==> src/rtl/led_env_pkg.sv <==
// Shared types and default constants for the LED envelope generator.
// Duty math is carried one bit wider than duty so sums can be saturated.
package led_env_pkg;

    localparam int DUTY_W = 14;
    localparam int CALC_W = 15;

    localparam int DEF_PERIOD   = 10000;
    localparam int DEF_PEAK     = 10000;
    localparam int DEF_SUS_LVL  = 5000;
    localparam int DEF_ATK_STEP = 20;
    localparam int DEF_DEC_STEP = 5;
    localparam int DEF_REL_STEP = 10;

    typedef enum logic [2:0] {
        ST_IDLE,
        ST_ATTACK,
        ST_DECAY,
        ST_SUSTAIN,
        ST_RELEASE
    } env_state_t;

endpackage

==> src/rtl/frame_timer.sv <==
// Free-running frame counter 0..PERIOD-1; tick marks the last cycle of a frame.
module frame_timer #(
    parameter int PERIOD = 10000
) (
    input  logic clk,
    input  logic rst_n,
    output logic tick
);

    localparam int CNT_W = (PERIOD > 1) ? $clog2(PERIOD) : 1;
    localparam logic [CNT_W-1:0] LAST = CNT_W'(PERIOD - 1);

    logic [CNT_W-1:0] count_reg;
    logic [CNT_W-1:0] count_next;

    assign tick       = (count_reg == LAST);
    assign count_next = tick ? '0 : count_reg + 1'b1;

    always_ff @(posedge clk or negedge rst_n) begin
        if (!rst_n) begin
            count_reg <= '0;
        end else begin
            count_reg <= count_next;
        end
    end

endmodule

==> src/rtl/led_envelope_gen.sv <==
// ADSR-style envelope for an LED PWM stage; state and duty advance once per frame.
module led_envelope_gen
    import led_env_pkg::*;
#(
    parameter int PERIOD   = DEF_PERIOD,
    parameter int PEAK     = DEF_PEAK,
    parameter int SUS_LVL  = DEF_SUS_LVL,
    parameter int ATK_STEP = DEF_ATK_STEP,
    parameter int DEC_STEP = DEF_DEC_STEP,
    parameter int REL_STEP = DEF_REL_STEP
) (
    input  logic              clk,
    input  logic              rst_n,
    input  logic              key_on,
    output logic [DUTY_W-1:0] duty,
    output logic              frame_tick,
    output logic              busy
);

    localparam logic [CALC_W-1:0] PEAK_C = CALC_W'(PEAK);
    localparam logic [CALC_W-1:0] SUS_C  = CALC_W'(SUS_LVL);
    localparam logic [CALC_W-1:0] ATK_C  = CALC_W'(ATK_STEP);
    localparam logic [CALC_W-1:0] DEC_C  = CALC_W'(DEC_STEP);
    localparam logic [CALC_W-1:0] REL_C  = CALC_W'(REL_STEP);
    localparam logic [DUTY_W-1:0] PEAK_D = DUTY_W'(PEAK);

    env_state_t        state_reg;
    env_state_t        state_next;
    logic [DUTY_W-1:0] duty_reg;
    logic [DUTY_W-1:0] duty_next;
    logic [CALC_W-1:0] duty_wide;
    logic [CALC_W-1:0] duty_calc;
    logic [CALC_W-1:0] attack_sum;
    logic              tick;

    frame_timer #(
        .PERIOD(PERIOD)
    ) u_timer (
        .clk  (clk),
        .rst_n(rst_n),
        .tick (tick)
    );

    assign duty_wide  = {1'b0, duty_reg};
    assign attack_sum = duty_wide + ATK_C;
    // Final clamp keeps duty inside 0..PEAK even if a step overshoots.
    assign duty_next  = (duty_calc > PEAK_C) ? PEAK_D : duty_calc[DUTY_W-1:0];

    always_ff @(posedge clk or negedge rst_n) begin
        if (!rst_n) begin
            state_reg <= ST_IDLE;
            duty_reg  <= '0;
        end else begin
            state_reg <= state_next;
            duty_reg  <= duty_next;
        end
    end

    always_comb begin
        state_next = state_reg;
        duty_calc  = duty_wide;
        if (tick) begin
            // Attack is entered from IDLE and RELEASE alike, starting at the current duty.
            if (key_on && (state_reg == ST_IDLE || state_reg == ST_ATTACK
                           || state_reg == ST_RELEASE)) begin
                if (attack_sum >= PEAK_C) begin
                    duty_calc  = PEAK_C;
                    state_next = ST_DECAY;
                end else begin
                    duty_calc  = attack_sum;
                    state_next = ST_ATTACK;
                end
            end else if (key_on && state_reg == ST_DECAY) begin
                if (duty_wide <= SUS_C + DEC_C) begin
                    duty_calc  = SUS_C;
                    state_next = ST_SUSTAIN;
                end else begin
                    duty_calc  = duty_wide - DEC_C;
                end
            end else if (key_on && state_reg == ST_SUSTAIN) begin
                duty_calc  = SUS_C;
            end else if (!key_on && state_reg != ST_IDLE) begin
                if (duty_wide <= REL_C) begin
                    duty_calc  = '0;
                    state_next = ST_IDLE;
                end else begin
                    duty_calc  = duty_wide - REL_C;
                    state_next = ST_RELEASE;
                end
            end
        end
    end

    always_comb begin
        duty       = duty_reg;
        frame_tick = tick;
        busy       = (state_reg != ST_IDLE);
    end

endmodule

==> config.mk <==
export PLATFORM = sky130hd
export DESIGN_NAME = led_envelope_gen
export DESIGN_NICKNAME = d
export VERILOG_FILES = /design/src/rtl/led_env_pkg.sv /design/src/rtl/frame_timer.sv /design/src/rtl/led_envelope_gen.sv
export SDC_FILE = /design/constraint.sdc
export NUM_CORES = 1
export LEC_CHECK = 0
export ABC_CLOCK_PERIOD_IN_PS = 4400
export BUFFER_PORTS_ARGS = -buffer_cell sky130_fd_sc_hd__buf_2
export CAP_MARGIN = 20
export CORE_UTILIZATION = 45
export CTS_BUF_LIST = sky130_fd_sc_hd__clkbuf_8 sky130_fd_sc_hd__clkbuf_16
export DETAILED_ROUTE_END_ITERATION = 6
export GPL_TIMING_DRIVEN = 0
export SLEW_MARGIN = 10
export SYNTH_ARGS = -nofsm -noshare
export SYNTH_HDL_FRONTEND = slang
export SYNTH_SLANG_ARGS = --single-unit
==> constraint.sdc <==
create_clock -name clk -period 4.4 [get_ports clk]
set_clock_uncertainty 0.15 [all_clocks]
set_input_delay 0.66 -clock clk [delete_from_list [all_inputs] [get_ports clk]]
set_output_delay 0.66 -clock clk [all_outputs]
set_load 0.1 [all_outputs]
==> results of run 1 <==
[worst max-delay path: cells and delay by family (launching register included)]
kind                     cells  cell delay [ns]
AO/OA/AOI/OAI                6             1.69
adder cells (fa/ha/maj)      1             0.47
flip-flops                   1             0.64
AND/OR/NAND/NOR              3             1.05
[stage by stage]
step / instances / setup slack, ns / total power [uW] / utilization
CTS: 483 / 0.469 / 591 / 0.511
global placement: 475 / 0.493 / 376 / 0.497
global route: 483 / 0.186 / 610 / 0.511
floorplan: 381 / 0.479 / 356 / -
detailed placement: 475 / 0.498 / 377 / 0.497
finish: 483 / 0.318 / 585 / 0.511
[area by class of cell]
class,instances,area share
Multi-Input combinational cell,316,0.633
Sequential cell,31,0.239
Buffer,22,0.0320
Tap cell,77,0.0297
Timing Repair Buffer,17,0.0262
Clock buffer,5,0.0212
Inverter,12,0.0139
Clock inverter,3,0.00502
[worst max-delay path by stage]
stage | depth (start not counted) | to | slack (ns) | startpoint
2_1_floorplan | 12 | duty[4] | 0.48 | duty[2]
3_3_place_gp | 10 | duty[4] | 0.49 | duty[2]
3_5_place_dp | 10 | duty[4] | 0.50 | duty[2]
4_1_cts | 10 | duty[4] | 0.47 | duty[2]
5_1_grt | 10 | duty[4] | 0.19 | duty[2]
6_report | 10 | duty[4] | 0.32 | duty[2]
[per-layer routing]
layer	up-vias	routed length, um
met2	179	4300
met4	0	386
li1	1482	-
met5	-	0
met3	39	755
met1	1502	4140
[power by group through the flow]
stage / clock [uW] / sequential [uW] / combinational [uW]
6_report: 212 / 291 / 82.7
5_1_grt: 230 / 291 / 88.9
4_1_cts: 219 / 291 / 81.5
3_5_place_dp: 0 / 296 / 81.2
3_3_place_gp: 0 / 296 / 80.6
2_1_floorplan: 0 / 313 / 43.1
[cell usage after synthesis (8+ instances only)]
library cell / instances
a21oi_1: 17
buf_2: 8
clkbuf_1: 11
dfrtp_1: 31
ha_1: 10
inv_1: 12
nand2_1: 23
nand3_1: 18
nand4_1: 8
nor2_1: 49
nor3_1: 13
nor4_1: 8
o21a_1: 8
o21ai_0: 23
or3_1: 13
xnor2_1: 10
xor2_1: 9
[cells by family after synthesis]
kind of cell | after synthesis | synth area share
xor+xnor | 19 | 0.0559
fa+ha+maj | 10 | 0.0420
flops | 31 | 0.261
mux | 5 | 0.0177
compound gates | 113 | 0.271
buf+inv | 34 | 0.0500
simple gates | 169 | 0.303
==> summary.md, run 1 <==
| Metric | Value |
|---|---|
| Status | `complete, no violations` |
| Register-to-register setup slack | `0.32 ns` |
| Final TNS setup | `0 ns` |
| Vias per cell | `6.63` |
| GP Congestion | `0.913` |
| Post-route clock period utilization | `0.928` |
| Core area | `0.00635 sq mm` |
| M2 GR Usage | `0.444` |
| Die Width | `83.3 um` |
| CP required | `4.47 ns` |
| Hold slack | `0.270 ns` |
| DRC errors left | `0` |
| WS Path Type | `reg2reg` |
| Detailed-route wire length per cell | `19.8 um` |
| Die H | `83.3 um` |
| Sw Pwr | `167 uW` |
| Reg2Reg Capture Point | `duty[4]` |
| Worst-Margin Slew | `1.01 ns` |
| Synth area leaders | `dfrtp_1 (26%), nor2_1 (6.2%), ha_1 (4.2%)` |
| DPL Wire Length | `7.11 mm` |
| Switching Share | `0.286` |
| FF+latch area | `776 sq um` |
| Dpl cell area | `0.00316 sq mm` |
| Layout area overhead | `8.95%` |
| CTS Buf Count | `5` |
| All-Layer GR Usage | `0.280` |
| Slew HR | `0.319` |
| Post-cts sizing count | `0` |
| Number of library cell types mapped by synthesis | `70` |
| Total Die Area | `0.00694 sq mm` |
| Worst-Skew Late Latency | `0.28 ns` |
| # Post-CTS Setup Buffers | `0` |
| Most common cell after layout, fill and taps aside | `nor2_1` |
| Synth Register Bits | `31` |
| H-tree depth | `2` |
| 1st-iter DRT viols | `376` |
| YS warnings | `0` |
| FMAX | `245 MHz` |
| Crit Reg-Reg Startpoint | `duty[2]` |
| Fin. Hold Viols | `0` |
| Pins over their slew limit | `0` |
| Rows | `29` |
| Clock power share | `0.362` |
| Overflow after GRT | `0` |
| Crit path max-delay cell type | `dfrtp_1` |
| Leak | `0.00135 uW` |
| Final setup violation count | `0` |
| First-pass GRT wire length | `15.3 mm` |
| Num ports | `19` |
| Synth Instances | `381` |
| Seq pwr share | `0.497` |
| Synth async-reset ratio | `1.00` |
| Via count | `3202` |
| Worst R2R Path Depth | `10` |
| Longest Clk Path Bufs | `2` |
| Hold Crit Class | `in2async` |
| Critical path launch point type | `flip-flop` |
| Syn Nets | `394` |
| Most frequent cells in the layout | `nor2_1 (49), dfrtp_1 (31), buf_2 (25)` |
| Met3 usage in global routing | `0.0527` |
| RSZ-0062 raised after global routing | `false` |
| Diode count | `0` |
| Vias in the first global route | `3011` |
| Syn avg cell area | `7.81 sq um` |
| CTS tree | `built` |
| CTS Hold Bufs | `0` |
| CP max stage delay | `0.64 ns` |
| Met1 usage | `0.375` |
| CTS Sinks | `31` |
| Starting Density | `0.469` |
| Max Fanout on Critical Path | `10` |
| Pin count of the biggest net entering global routing | `32` |
| Crit path cell chain | `ha_1 > o2111ai_1 > o22ai_1 > a31oi_1 > o21ai_1 > a221oi_1 > or3_1 > a211o_1 > nor4_4 > or3b_1` |
| Post-synth EDFFs | `0` |
| Register area share after synthesis | `0.261` |
| Combinational power share | `0.141` |
| PortBufs | `17` |
| Cell area after synthesis | `0.00298 sq mm` |
| Post-route ant nets | `0` |
| Max-cap viol count | `0` |
| Area leader, netlist | `dfrtp_1` |
| Yosys top cell area share | `0.261` |
| Setup crit end kind | `flip-flop` |
| Gr busiest metal | `met2` |
| Post-layout min period | `4.08 ns` |
| VDD IR max | `0.000196 V` |
| Ys flop type | `dfrtp_1` |
| Clock slew at reported path FFs | `0.07 ns` |
| Pre-antenna DRT Iters | `5` |
| Initial antenna violation count | `0` |
| Layout Nets | `418` |
| Routed WL | `9.57 mm` |
| Area of the multi-input gates | `0.00205 sq mm` |
| Clk root buf | `clkbuf_8` |
| Final instance area | `0.00324 sq mm` |
| Worst EP arrival | `4.15 ns` |
| Filler Cell Count | `625` |
| Internal | `418 uW` |
| PwrDens | `180 mW/mm^2` |
| Share of cells above drive strength 1 | `0.128` |
Power figures use the tool's default switching activity.
==> run 2: changes to the inputs <==
--- a/config.mk
+++ b/config.mk
@@ -10,8 +10,10 @@
 export CAP_MARGIN = 20
 export CORE_UTILIZATION = 45
 export CTS_BUF_LIST = sky130_fd_sc_hd__clkbuf_8 sky130_fd_sc_hd__clkbuf_16
+export CTS_CLUSTER_DIAMETER = 120
 export DETAILED_ROUTE_END_ITERATION = 6
 export GPL_TIMING_DRIVEN = 0
+export PLACE_DENSITY_LB_ADDON = 0.08
 export SLEW_MARGIN = 10
 export SYNTH_ARGS = -nofsm -noshare
 export SYNTH_HDL_FRONTEND = slang
==> run 2 against run 1 <==
Global-route usage decreased by 1.3 points; die area did not move; clock power increased by 38%; largest cell class unchanged; critical path depth is the same; sequential share of layout area down 0.24 points; highest routed layer unchanged; via count fell by 1.1%.
==> summary.md, run 2 (synthesis gave the netlist of run 1 again) <==
| Metric | Value |
|---|---|
| Status | `complete, no violations` |
| Die Width | `83.3 um` |
| Diode count | `0` |
| Worst-Skew Late Latency | `0.28 ns` |
| Crit path max-delay cell type | `dfrtp_1` |
| DPL Wire Length | `6.97 mm` |
| Crit path cell chain | `ha_1 > o2111ai_1 > o22ai_1 > a31oi_1 > o21ai_1 > a21oi_2 > a21boi_0 > o21bai_1 > nor4_4 > nor4_1` |
| Die H | `83.3 um` |
| Register-to-register setup slack | `0.45 ns` |
| Vias in the first global route | `2906` |
| Longest Clk Path Bufs | `2` |
| Pwr Total | `666 uW` |
| Most common cell after layout, fill and taps aside | `nor2_1` |
| 1st-iter DRT viols | `371` |
| Num ports | `19` |
| Reg2Reg Capture Point | `duty[0]` |
| Leak | `0.00137 uW` |
| Crit path to | `duty[0]` |
| Max-cap viol count | `0` |
| Via count | `3166` |
| Place WS | `0.586 ns` |
| DRC errors left | `0` |
| CTS Sinks | `31` |
| Clock slew at reported path FFs | `0.07 ns` |
| Worst-Margin Slew | `0.894 ns` |
| PwrDens | `203 mW/mm^2` |
| VDD IR max | `0.000209 V` |
| Post-route setup slack | `0.453 ns` |
| Post-route clock period utilization | `0.897` |
| Crit Reg-Reg Startpoint | `duty[2]` |
| Max Fanout on Critical Path | `10` |
| Worst R2R Path Depth | `10` |
| Rows | `29` |
| Initial antenna violation count | `0` |
| CP required | `4.39 ns` |
| CTS Buf Count | `5` |
| Dpl cell area | `0.00316 sq mm` |
| Starting Density | `0.469` |
| Post-route ant nets | `0` |
| First-pass GRT wire length | `14.7 mm` |
| Clk root buf | `clkbuf_8` |
| GP Congestion | `0.953` |
| Crit path launch | `duty[2]` |
| Pin count of the biggest net entering global routing | `32` |
| Vias per cell | `6.55` |
| Final instance area | `0.00328 sq mm` |
| Setup crit end kind | `flip-flop` |
| Routed WL | `9.28 mm` |
| Layout Nets | `418` |
| Layout area overhead | `10.0%` |
| H-tree depth | `2` |
| Total Die Area | `0.00694 sq mm` |
| Worst EP arrival | `3.94 ns` |
| Hold Crit Class | `in2async` |
| Share of cells above drive strength 1 | `0.131` |
| Final setup violation count | `0` |
| All-Layer GR Usage | `0.267` |
| Slew HR | `0.397` |
| CTS Hold Bufs | `0` |
| Pre-antenna DRT Iters | `5` |
| WS Path Type | `reg2reg` |
| CP max stage delay | `0.61 ns` |
| Detailed-route wire length per cell | `19.2 um` |
| Most frequent cells in the layout | `nor2_1 (49), dfrtp_1 (31), buf_2 (25)` |
| Core area | `0.00635 sq mm` |
| RSZ-0062 raised after global routing | `false` |
| Post-cts sizing count | `0` |
| PortBufs | `17` |
| CTS tree | `built` |
| FMAX | `253 MHz` |
| # Post-CTS Setup Buffers | `0` |
| Fin. Hold Viols | `0` |
| Critical path launch point type | `flip-flop` |
| Pins over their slew limit | `0` |
| Post-layout min period | `3.95 ns` |
| Final TNS setup | `0 ns` |
| Overflow after GRT | `0` |
[run 2: cell count changes in the layout (fill, tap and decap cells not counted)]
cell / previous run / this run
clkbuf_8: 5 / 6
inv_1: 13 / 12
clkinvlp_4: 1 / 0
bufinv_16: 0 / 1
[run 2: cell type report]
cell class              count  area, sq um
fillers                   637         3070
multi-input cells         316         2050
flip-flops and latches     31          776
plain buffers              22          104
well taps                  77         96.3
repair buffers             17         85.1
clock buffers               6         82.6
inverters                  12         45.0
clock inverters             2         35.0
[run 2: report_power, final]
part	switching (uW)	total, uW	internal, uW
combinational	59.3	81.9	22.7
clock	110	293	183
sequential	3.76	291	287
total	173	666	493
[run 2: worst min-delay path by stage]
stage	startpoint	endpoint	slack [ns]	cells past startpoint
after global routing	rst_n	u_timer.count_reg[11]	0.33	1
final	rst_n	duty[8]	0.27	1
after floorplan	rst_n	duty[0]	0.21	0
after CTS	rst_n	duty[4]	0.30	1
after detailed placement	u_timer.count_reg[0]	u_timer.count_reg[0]	0.34	1
after global placement	u_timer.count_reg[0]	u_timer.count_reg[0]	0.33	1
[run 2: critical path, delay by kind of cell (launching register included)]
family | cells | cell delay (ns)
flip-flops | 1 | 0.61
AO/OA/AOI/OAI | 7 | 1.92
AND/OR/NAND/NOR | 2 | 0.66
adder cells (fa/ha/maj) | 1 | 0.46
[run 2: metrics by stage]
stage / cells / hold slack, ns / utilization
2_1_floorplan: 381 / 0.214 / -
3_3_place_gp: 475 / 0.333 / 0.497
3_5_place_dp: 475 / 0.340 / 0.497
4_1_cts: 483 / 0.300 / 0.516
5_1_grt: 483 / 0.331 / 0.516
6_report: 483 / 0.269 / 0.516
[run 2: layer usage]
layer	vias up	share of wire	global-route usage
met5	-	0	0
met4	0	0.024	0.0972
met3	22	0.066	0.0358
met2	168	0.45	0.429
met1	1503	0.46	0.367
li1	1473	-	-
